`config.mk`:
```
export PLATFORM = sky130hd
export DESIGN_NAME = x32_to_q15_pipe
export DESIGN_NICKNAME = d
export VERILOG_FILES = /design/src/rtl/q15_pkg.sv /design/src/rtl/q15_saturate.sv /design/src/rtl/x32_to_q15_pipe.sv
export SDC_FILE = /design/constraint.sdc
export NUM_CORES = 1
export LEC_CHECK = 0
export ABC_AREA = 1
export BUFFER_PORTS_ARGS = -buffer_cell sky130_fd_sc_hd__buf_4
export CAP_MARGIN = 0
export CORE_ASPECT_RATIO = 1.2
export CORE_MARGIN = 2
export CORE_UTILIZATION = 44
export DETAILED_ROUTE_END_ITERATION = 6
export PLACE_DENSITY = 0.64
export SYNTH_ARGS = -nofsm -noshare
export SYNTH_HDL_FRONTEND = slang
export SYNTH_SLANG_ARGS = --single-unit
```
`constraint.sdc`:
```
create_clock -name clk -period 2.37 [get_ports clk]
set_input_delay 0.3555 -clock clk [delete_from_list [all_inputs] [get_ports clk]]
set_output_delay 0.3555 -clock clk [all_outputs]
set_load 0.05 [all_outputs]
```
`src/rtl/q15_pkg.sv`:
```
// Shared Q15 definitions: 64-bit fixed point, signed 16-bit integer part in
// bits [63:48], 48-bit fraction in bits [47:0]. Used by every Q15 producer
// and consumer (X32->Q15 and Q15->X32 converters, saturation helper).
package q15_pkg;

    localparam int unsigned Q15_W      = 64;
    localparam int unsigned Q15_FRAC   = 48;
    localparam int unsigned X32_W      = 32;
    localparam int unsigned X32_FRAC_W = 5;
    localparam int unsigned SHAMT_W    = 6;

    // Sign-extended 33-bit operand shifted left by up to 48 places, exact.
    localparam int unsigned Q15_WIDE_W = X32_W + 1 + Q15_FRAC;

    localparam logic [Q15_W-1:0] Q15_POS_INF = 64'h7fff_ffff_ffff_ffff;
    localparam logic [Q15_W-1:0] Q15_NEG_INF = 64'h8000_0000_0000_0001;
    localparam logic [Q15_W-1:0] Q15_ONE     = 64'h0001_0000_0000_0000;
    localparam logic [Q15_W-1:0] Q15_ZERO    = 64'h0000_0000_0000_0000;

    // Result payload leaving a Q15 producer.
    typedef struct packed {
        logic [Q15_W-1:0] q15;
        logic             sat;
    } q15_res_t;

    // Widen a 32-bit operand to 33 bits, sign- or zero-extended.
    function automatic logic [X32_W:0] x32_ext(input logic [X32_W-1:0] data,
                                               input logic             is_signed);
        return {is_signed & data[X32_W-1], data};
    endfunction

endpackage

```
`src/rtl/q15_saturate.sv`:
```
// Combinational saturation of a signed wide value into Q15.
// Ports:
//   wide   in   Q15_WIDE_W  signed value already scaled to 48 fraction bits
//   res_c  out  q15_res_t   {q15, sat}; q15 = +inf / -inf / wide[63:0]
module q15_saturate
    import q15_pkg::*;
(
    input  logic [Q15_WIDE_W-1:0] wide,
    output q15_res_t              res_c
);

    // Bits [80:63] must all agree for the value to fit a signed 64-bit word.
    localparam int unsigned TOP_W = Q15_WIDE_W - Q15_W + 1;

    logic [TOP_W-1:0] top_c;
    logic             fits_c;

    assign top_c  = wide[Q15_WIDE_W-1 -: TOP_W];
    assign fits_c = (top_c == '0) || (top_c == '1);

    // -2^63 fits and passes through as 0x8000..0; only true overflow becomes -inf.
    always_comb begin
        res_c.q15 = wide[Q15_W-1:0];
        res_c.sat = 1'b0;
        if (!fits_c) begin
            res_c.sat = 1'b1;
            res_c.q15 = wide[Q15_WIDE_W-1] ? Q15_NEG_INF : Q15_POS_INF;
        end
    end

endmodule

```
`src/rtl/x32_to_q15_pipe.sv`:
```
// Two-stage i32/u32 fixed-point to Q15 converter with valid/ready on both
// sides. Stage 1 registers the exact widened value, stage 2 registers the
// saturated Q15 result. Full throughput; holds at most two operands.
// Ports:
//   clk, rst_n        clock, synchronous active-low reset
//   in_valid/in_ready input handshake (in_ready combinational from out_ready)
//   in_data           32-bit operand
//   in_signed         1: i32, 0: u32
//   in_frac           fractional bits in in_data (0..31)
//   out_valid/out_ready output handshake
//   out_q15, out_sat  Q15 result and saturation flag
//   sat_count         saturating count of saturated results taken downstream
//   sat_clear         synchronous clear of sat_count (wins over increment)
module x32_to_q15_pipe
    import q15_pkg::*;
#(
    parameter int unsigned SAT_CNT_W = 16
) (
    input  logic                  clk,
    input  logic                  rst_n,
    input  logic                  in_valid,
    output logic                  in_ready,
    input  logic [X32_W-1:0]      in_data,
    input  logic                  in_signed,
    input  logic [X32_FRAC_W-1:0] in_frac,
    output logic                  out_valid,
    input  logic                  out_ready,
    output logic [Q15_W-1:0]      out_q15,
    output logic                  out_sat,
    output logic [SAT_CNT_W-1:0]  sat_count,
    input  logic                  sat_clear
);

    localparam int unsigned EXT_W = X32_W + 1;

    logic                  s1_valid;
    logic [Q15_WIDE_W-1:0] s1_wide;
    logic                  s2_valid;

    logic                  s1_adv_c;
    logic                  s2_adv_c;
    logic                  accept_c;
    logic [EXT_W-1:0]      ext_c;
    logic [SHAMT_W-1:0]    shamt_c;
    logic [Q15_WIDE_W-1:0] widened_c;
    q15_res_t              sat_res_c;
    logic                  sat_event_c;

    // Pipeline advance conditions.
    assign s2_adv_c  = !s2_valid || out_ready;
    assign s1_adv_c  = !s1_valid || s2_adv_c;
    assign in_ready  = s1_adv_c;
    assign accept_c  = in_valid && s1_adv_c;
    assign out_valid = s2_valid;

    // Scale to 48 fraction bits: shift by 48 - in_frac (17..48), always exact.
    assign ext_c     = x32_ext(in_data, in_signed);
    assign shamt_c   = SHAMT_W'(Q15_FRAC) - SHAMT_W'(in_frac);
    assign widened_c = {{(Q15_WIDE_W-EXT_W){ext_c[EXT_W-1]}}, ext_c} << shamt_c;

    q15_saturate u_sat (
        .wide  (s1_wide),
        .res_c (sat_res_c)
    );

    // Stage 1: widened operand.
    always_ff @(posedge clk) begin
        if (!rst_n) begin
            s1_valid <= 1'b0;
            s1_wide  <= '0;
        end else if (s1_adv_c) begin
            s1_valid <= in_valid;
            if (accept_c) begin
                s1_wide <= widened_c;
            end
        end
    end

    // Stage 2: saturated result, held while stalled.
    always_ff @(posedge clk) begin
        if (!rst_n) begin
            s2_valid <= 1'b0;
            out_q15  <= Q15_ZERO;
            out_sat  <= 1'b0;
        end else if (s2_adv_c) begin
            s2_valid <= s1_valid;
            if (s1_valid) begin
                out_q15 <= sat_res_c.q15;
                out_sat <= sat_res_c.sat;
            end
        end
    end

    // Saturation event counter; sticks at all-ones, clear has priority.
    assign sat_event_c = s2_valid && out_ready && out_sat;

    always_ff @(posedge clk) begin
        if (!rst_n) begin
            sat_count <= '0;
        end else if (sat_clear) begin
            sat_count <= '0;
        end else if (sat_event_c && (sat_count != '1)) begin
            sat_count <= sat_count + SAT_CNT_W'(1);
        end
    end

endmodule
```
==> results.cfg, run 1 <==
[logic_synthesis]
synth_top_area_share_pct = 35.68
syn_nets = 1570
synth_area_um2 = 9201
synthTopCellsByArea = dfxtp_1 36%, nand2_1 20%, nand3_1 15%
ys_warn_count = 0
postSynthAreaPerCell_um2 = 6.034
synth-main-ff-cell = dfxtp_1
synth_cell_type_count = 29
async_flop_share_pct = 0
postSynthCellCount = 1525
synth_edf_count = 0
yosysTopAreaCell = dfxtp_1
ys_seq_area_share_pct = 35.68
ys_ff_latch = 164

[critical_path]
worst-endpoint-required_ns = 2.75
crit_chain = nor2_1 -> nand3_1 -> nor3_1 -> nand3b_1 -> nand2_2 -> buf_12 -> nand2_1 -> nand2_1 -> nand2_1 -> inv_1
path_class = reg2reg
endpoint_kind = register
cp_top_family = simple AND/OR/NAND/NOR gates
crit_buf_inv = 2
arrival_ns = 2.38
cp_max_fo = 45
critPathMaxStageDelay_ns = 0.34
cpMostUsedCell = nand2_1
crit_path_top_delay_cell = nand2_2
cp-start-kind = register

[sta]
fin_skew_ns = 0.01185
max_freq_ghz = 0.4987
fin_setup_tns_ns = 0
rsz0062_at_grt = false
report.final.slew_viol_count = 0
hold_viol_final = 0
setup_viol = 0
hold_slack_ns = 0.2360
worstMarginPinSlew_ns = 0.5354
slew_headroom_pct = 63.98
fin_crit_sh_pct = 84.60
min_period_ns = 2.005

[floorplan]
num_rows = 57
io_pins = 126
die-area_um2 = 22090
die_w_um = 136.0
core_um2 = 20400
initial_core_util_pct = 45.11
die_h_um = 162.4

[clock_tree]
cts_resized = 0
clkSinkCount = 164
post_cts_buffers = 0
max-clock-path-buffers = 2
insertion_delay_ns = 0.43
cts.clk_slew.worst_paths_ns = 0.06
cts_tree = built
cts_buffers = 17
cts_hold_buffers = 0
htreeDepth = 4
cts_root_buf = clkbuf_16

[detailed_routing]
wirelength_um = 29750
first_iter_violations = 837
drtAntennaViolNets = 0
wire_per_inst_um = 15.77
first_pass_iters = 6
vias = 10180
drc_errors = 0
vias_per_cell = 5.400

[global_routing]
grt_antenna_before_repair = 0
grt_pass1_vias = 9387
grt_util_all_layers_pct = 27.64
grt_max_degree = 114
grt_pass1_wl_um = 48780
grt_overflow = 0

[power]
irDropWorstVdd_mv = 0.3904
clkPwrFrac_pct = 33.7
comb_power_share_pct = 26.1
leakage_uw = 0.005133
power_frac_seq_pct = 40.2
swShare_pct = 35.35
p_int_uw = 4890
power_switching_uw = 2674
powerDensity_nw_per_um2 = 687.8

[run]
drv_cap = 0

[hold_path]
hold_path_class = in2reg

[place]
io_buffers = 125
hpwlAfterDp_um = 21820
place.gp.congestion = 1.009

[cells_and_area]
finalNetCount = 1653
n_antenna_cell = 0
area_delta_synth_final_pct = 19.51
drive_above_1_share_pct = 12.71

[run_status]
outcome = finished clean
state kept, by name, summed over array words and instances, names as in the netlist:
| name | flops |
|---|---|
| s1_wide | 81 |
| out_q15 | 64 |
| sat_count | 16 |
| out_sat | 1 |
| out_valid | 1 |
| s1_valid | 1 |
final cells by class:
cell class	instances	area, um^2
fillers	2188	9400
multi-input cells	1148	5040
inverters	120	454.2
well taps	265	331.6
clock inverters	14	105.1
flip-flops and latches	164	3283
clock buffers	18	429.2
repair buffers	157	1354
path summary, 6_finish.rpt:
path,start,to,slack [ns],cells after the start
worst max-delay path,s1_wide[64],out_q15[43],0.36,10
worst min-delay path,out_ready,out_valid,0.24,4
worst max register to register,s1_wide[64],out_q15[43],0.36,10
worst min register to register,s1_wide[2],s1_wide[2],0.44,2
kinds of logic (layout without fill, tap and decap cells):
| family | count (synthesis) | count (layout) | share of synthesized area [%] |
|---|---|---|---|
| XOR/XNOR | 8 | 8 | 0.8431 |
| AO/OA/AOI/OAI | 166 | 166 | 9.124 |
| buffers and inverters | 213 | 309 | 9.723 |
| AND/OR/NAND/NOR | 972 | 972 | 44.36 |
| adder cells (fa/ha/maj) | 2 | 2 | 0.2719 |
| flip-flops | 164 | 164 | 35.68 |
cells in the final DEF, fill, tap and decap left out, types with 2 or more instances in the layout:
cell type / n
ha_1: 2
clkinvlp_4: 7
inv_1: 110
buf_4: 143
o21ai_0: 56
nand3_1: 280
nor2_1: 165
clkinv_2: 4
clkbuf_16: 17
nor3_1: 13
nor4_1: 2
a31oi_1: 3
dfxtp_1: 164
nor2_2: 2
a21oi_1: 104
nand2_1: 488
nand3b_1: 2
buf_12: 14
xor2_1: 6
inv_6: 3
inv_2: 8
nand2_2: 4
nand4_1: 15
power by group through the flow:
| stage | sequential (uW) | combinational, uW | clock (uW) |
|---|---|---|---|
| floorplan | 3370 | 1020 | 0 |
| global placement | 3100 | 1940 | 0 |
| detailed placement | 3100 | 1950 | 0 |
| CTS | 3040 | 1950 | 2590 |
| global route | 3060 | 2160 | 2710 |
| finish | 3040 | 1970 | 2550 |
metrics by stage:
step	setup WS [ns]	power, uW	cells	instance area, um^2	util [%]
finish	0.3649	7564	1886	11000	53.91
floorplan	0.1338	4398	1525	9201	-
CTS	0.3148	7582	1886	11000	53.91
detailed placement	0.1852	5048	1854	10460	51.29
global route	0.1203	7930	1886	11000	53.91
global placement	0.1782	5043	1854	10460	51.29
tightest hold or removal path: stages:
cell and delay [ns]:
buf_4 0.08, inv_1 0.04, nand2_1 0.07, a21oi_1 0.06
synthesized netlist by cell type (8+ instances only):
cell,instances
nand2_1,489
nand3_1,280
nor2_1,166
dfxtp_1,164
inv_1,111
a21oi_1,104
o21ai_0,56
buf_2,47
clkbuf_1,31
nand4_1,15
nor3_1,13
inv_2,8
metal layers:
metal  up-vias  track usage (%)  share of wire (%)
met5         -                0                  0
met4         0            13.73                4.6
met3        73            3.922                5.8
met2       361            44.08                 46
met1      4668            36.47                 44
li1       5082                -                  -
Note: power is estimated with default switching activity, not from simulation.
==> run 2: changes to the inputs <==
Settings changed: PLACE_DENSITY 0.64 to 0.66.
Clock period 2.37 ns to 1.7 ns, I/O delays scaled along.
==> results.cfg, run 2 (synthesis results as in run 1) <==
[floorplan]
num_rows = 57
core_um2 = 20400
die_w_um = 136.0
die-area_um2 = 22090
die_h_um = 162.4
initial_core_util_pct = 45.11
io_pins = 126

[sta]
fin_crit_sh_pct = 95.67
hold_viol_final = 0
max_freq_ghz = 0.6149
slew_headroom_pct = 64.58
setup_viol = 0
hold_slack_ns = 0.1894
min_period_ns = 1.626
fin_skew_ns = 0.01051
report.final.slew_viol_count = 0
worstMarginPinSlew_ns = 0.5312

[critical_path]
arrival_ns = 1.96
path_class = reg2reg
cp-start-kind = register
cp_max_fo = 11
worst-endpoint-required_ns = 2.03
endpoint_kind = register

[cells_and_area]
n_antenna_cell = 0
largest_reg_flops = 81
final_common_cell = nand2_1
fin_area_um2 = 11970
finalNetCount = 1711
reg_top3 = s1_wide (81), out_q15 (64), sat_count (16)
multi_input_area_um2 = 5443
drive_above_1_share_pct = 20.61
post-route-util_pct = 58.69
final_cell_mix = 483 x nand2_1, 219 x nand3_1, 196 x buf_4
regMostFlops = s1_wide
fill_cells = 2056
instances_no_fill = 1944
area_delta_synth_final_pct = 30.09
seqCellArea_um2 = 3302

[global_routing]
grt_pass1_wl_um = 49140
grt_pass1_vias = 9568
grt_antenna_before_repair = 0
grt_util_all_layers_pct = 27.85
grt_overflow = 0
grt_use_met3_pct = 4.046
gr-usage-met2_pct = 46.41
grt_max_degree = 114
met1_usage_pct = 36.06
top_usage_layer = met2

[detailed_routing]
wire_per_inst_um = 15.88
vias = 10430
drc_errors = 0
first_iter_violations = 727
drtAntennaViolNets = 0
wirelength_um = 30870
first_pass_iters = 6
vias_per_cell = 5.365

[power]
leakage_uw = 0.005587
powerDensity_nw_per_um2 = 929.7
irDropWorstVdd_mv = 0.6258
total_power_uw = 11130

[place]
place_area_um2 = 11220
dp_cells = 1906
hpwlAfterDp_um = 22460
io_buffers = 125
place.gp.congestion = 0.9733

[clock_tree]
cts_buffers = 17
insertion_delay_ns = 0.43
htreeDepth = 4
max-clock-path-buffers = 2
cts_root_buf = clkbuf_16
cts.clk_slew.worst_paths_ns = 0.07
cts_tree = built
clkSinkCount = 164

[run]
drv_cap = 0

[run_status]
outcome = finished clean

[hold_path]
hold_path_class = in2reg
## run 2: changes by cell type in the layout (fill, tap and decap cells not counted), sizes merged
cell      previous run  this run
buf                157       212
bufinv               0         3
clkbuf              18        27
clkinv               4         3
clkinvlp             7         3
inv                123       119
## run 2: power breakdown
part | internal (uW) | leakage, uW | switching [uW]
Combinational | 1010 | 0.00397 | 2010
Sequential | 4090 | 0.00135 | 156
Clock | 2310 | 0.000269 | 1560
## run 2: layout make-up
cell class / count / share of cell area [%]
Multi-Input combinational cell: 1148 / 45.47
Clock inverter: 8 / 1.056
Inverter: 120 / 3.941
Timing Repair Buffer: 215 / 15.41
Clock buffer: 24 / 3.773
Sequential cell: 164 / 27.58
Tap cell: 265 / 2.770
## run 2: path summary, 6_finish.rpt
kind                     from     endpoint  slack [ns]  cells past startpoint
hold reg to reg    s1_wide[6]   s1_wide[6]        0.44                      2
setup / recovery  s1_wide[77]  out_q15[33]        0.07                      9
setup reg to reg  s1_wide[77]  out_q15[33]        0.07                      9
hold / removal      out_ready     s1_valid        0.19                      4
## run 2: through the flow
stage | TNS, ns | worst slack (ns)
finish | 0 | 0.07369
global route | -1.623 | -0.05655
CTS | 0 | 0.01225
detailed placement | -15.49 | -0.3558
global placement | -14.75 | -0.3445
floorplan | -1.478 | -0.05792
## run 2: worst max-delay path, cell delays in order (launching register included)
cell and delay (ns):
dfxtp_1 0.34, nor4_1 0.32, nand3b_1 0.23, nand3_2 0.13, nand2_2 0.08, clkinv_4 0.10
clkbuf_16 0.18, nand2_1 0.07, nand2_1 0.05, inv_1 0.04
## run 2: timing repair
item	CTS	global route
gates resized for setup	1	20
gates cloned	0	4
hold buffers	0	0
pin swaps	0	4
buffers inserted	0	2
setup endpoints to repair	1	81
## run 2: per-layer routing
| metal | part of all wire, % | vias up |
|---|---|---|
| li1 | - | 5204 |
| met1 | 43 | 4843 |
| met2 | 48 | 329 |
| met3 | 5.5 | 54 |
| met4 | 3.7 | 0 |
| met5 | 0 | - |
==> run 3: changes to the inputs <==
Clock period 1.7 ns to 1.31 ns, I/O delays scaled along.
==> results.cfg, run 3 (synthesis results as in run 1) <==
[detailed_routing]
wirelength_um = 43840
wire_per_inst_um = 21.31
vias_per_cell = 5.945
first_pass_iters = 7
drc_errors = 0
drtAntennaViolNets = 0
first_iter_violations = 1190
vias = 12230

[critical_path]
cp_max_fo = 11
reg2reg_to = out_q15[41]
rr_worst_depth = 11
crit_path_start = s1_wide[64]
r2r_slack_ns = -0.30
path_class = reg2reg
worst-endpoint-required_ns = 1.64
endpoint_kind = register
endpoint = out_q15[41]
r2r_start = s1_wide[64]
cp-start-kind = register
arrival_ns = 1.93

[cells_and_area]
final_cell_mix = 331 x nand2_1, 226 x buf_4, 153 x nor2_1
regMostFlops = s1_wide
largest_reg_flops = 81
finalNetCount = 1824
drive_above_1_share_pct = 50.39
seqCellArea_um2 = 3336
reg_top3 = s1_wide (81), out_q15 (64), sat_count (16)
final_common_cell = nand2_1
n_antenna_cell = 0
area_delta_synth_final_pct = 78.95
multi_input_area_um2 = 8290
instances_no_fill = 2057
fill_cells = 1310

[floorplan]
initial_core_util_pct = 45.11
io_pins = 126
num_rows = 57
die-area_um2 = 22090
core_um2 = 20400
die_w_um = 136.0
die_h_um = 162.4

[hold_path]
hold_path_class = in2reg
whs_path_depth = 5
hold_start = sat_clear

[run_status]
outcome = finished, violations left
violations = setup timing

[sta]
rsz0062_at_grt = true
fin_skew_ns = 0.02493
fin_setup_tns_ns = -26.57
worstMarginPinSlew_ns = 0.3868
fin_crit_sh_pct = 122.6
min_period_ns = 1.606
hold_viol_final = 0
slew_headroom_pct = 74.21
report.final.slew_viol_count = 0
max_freq_ghz = 0.6228
fin_ws_ns = -0.2956
setup_viol = 157

[clock_tree]
htreeDepth = 4
insertion_delay_ns = 0.44
cts_root_buf = clkbuf_16
clkSinkCount = 164
cts.clk_slew.worst_paths_ns = 0.07
cts_buffers = 17
cts_tree = built
max-clock-path-buffers = 2

[global_routing]
grt_overflow = 0
grt_antenna_before_repair = 0
grt_max_degree = 71
grt_pass1_wl_um = 56890
grt_pass1_vias = 11100
grt_util_all_layers_pct = 32.69

[place]
io_buffers = 125
dp_cells = 1959
place_ws_ns = -0.7455
hpwlAfterDp_um = 24110
place.gp.congestion = 1.003

[run]
drv_cap = 0

[power]
leakage_uw = 0.007220
irDropWorstVdd_mv = 0.8311
powerDensity_nw_per_um2 = 1029
total_power_uw = 16940
## run 3: how the worst min path moves through the flow
stage / to / slack, ns
6_report: sat_count[6] / 0.19
5_1_grt: sat_count[6] / 0.19
4_1_cts: sat_count[8] / 0.17
3_5_place_dp: s1_wide[7] / 0.43
3_3_place_gp: s1_wide[2] / 0.42
2_1_floorplan: sat_count[4] / 0.42
## run 3: final cells by class
cell class,count,area share (%)
multi-input combinational,1148,50.35
timing repair buffer,325,20.46
sequential,164,20.26
inverter,120,3.070
clock buffer,20,2.774
tap,265,2.014
clock inverter,12,0.7219
timing repair inverter,3,0.3495
## run 3: critical path, stage by stage (launching register included)
cell,delay (ns)
dfxtp_2,0.34
nor2_1,0.11
nand3_1,0.09
nor3_2,0.14
nand3b_1,0.13
nand3_1,0.13
nand2_2,0.08
clkinv_4,0.14
clkbuf_16,0.19
nand2_1,0.06
nand2_1,0.05
inv_1,0.03
## run 3: per-layer routing
| layer | wire [um] | global-route usage (%) |
|---|---|---|
| met2 | 20860 | 53.59 |
| met3 | 3526 | 5.353 |
| met5 | 0 | 0 |
| met1 | 15530 | 38.00 |
| met4 | 3930 | 24.67 |
## run 3: report_power, final
part	internal (uW)	total [uW]	switching [uW]
logic	2350	6490	4140
registers	5300	5520	219
clock network	2750	4930	2180
## run 3: through the flow
step / utilization [%] / hold WS (ns) / instance area, um^2
after floorplan: - / 0.4156 / 9812
after global placement: 57.54 / 0.4237 / 11740
after detailed placement: 57.54 / 0.4259 / 11740
after CTS: 70.17 / 0.1739 / 14310
after global routing: 80.73 / 0.1914 / 16470
final: 80.73 / 0.1863 / 16470
## run 3: repair_timing
| item | in CTS | in global routing |
|---|---|---|
| endpoints found under the setup margin | 159 | 168 |
| buffers inserted | 29 | 20 |
| pin swaps | 91 | 124 |
| hold buffers | 0 | 0 |
| cloned | 14 | 8 |
| gates resized for setup | 348 | 401 |
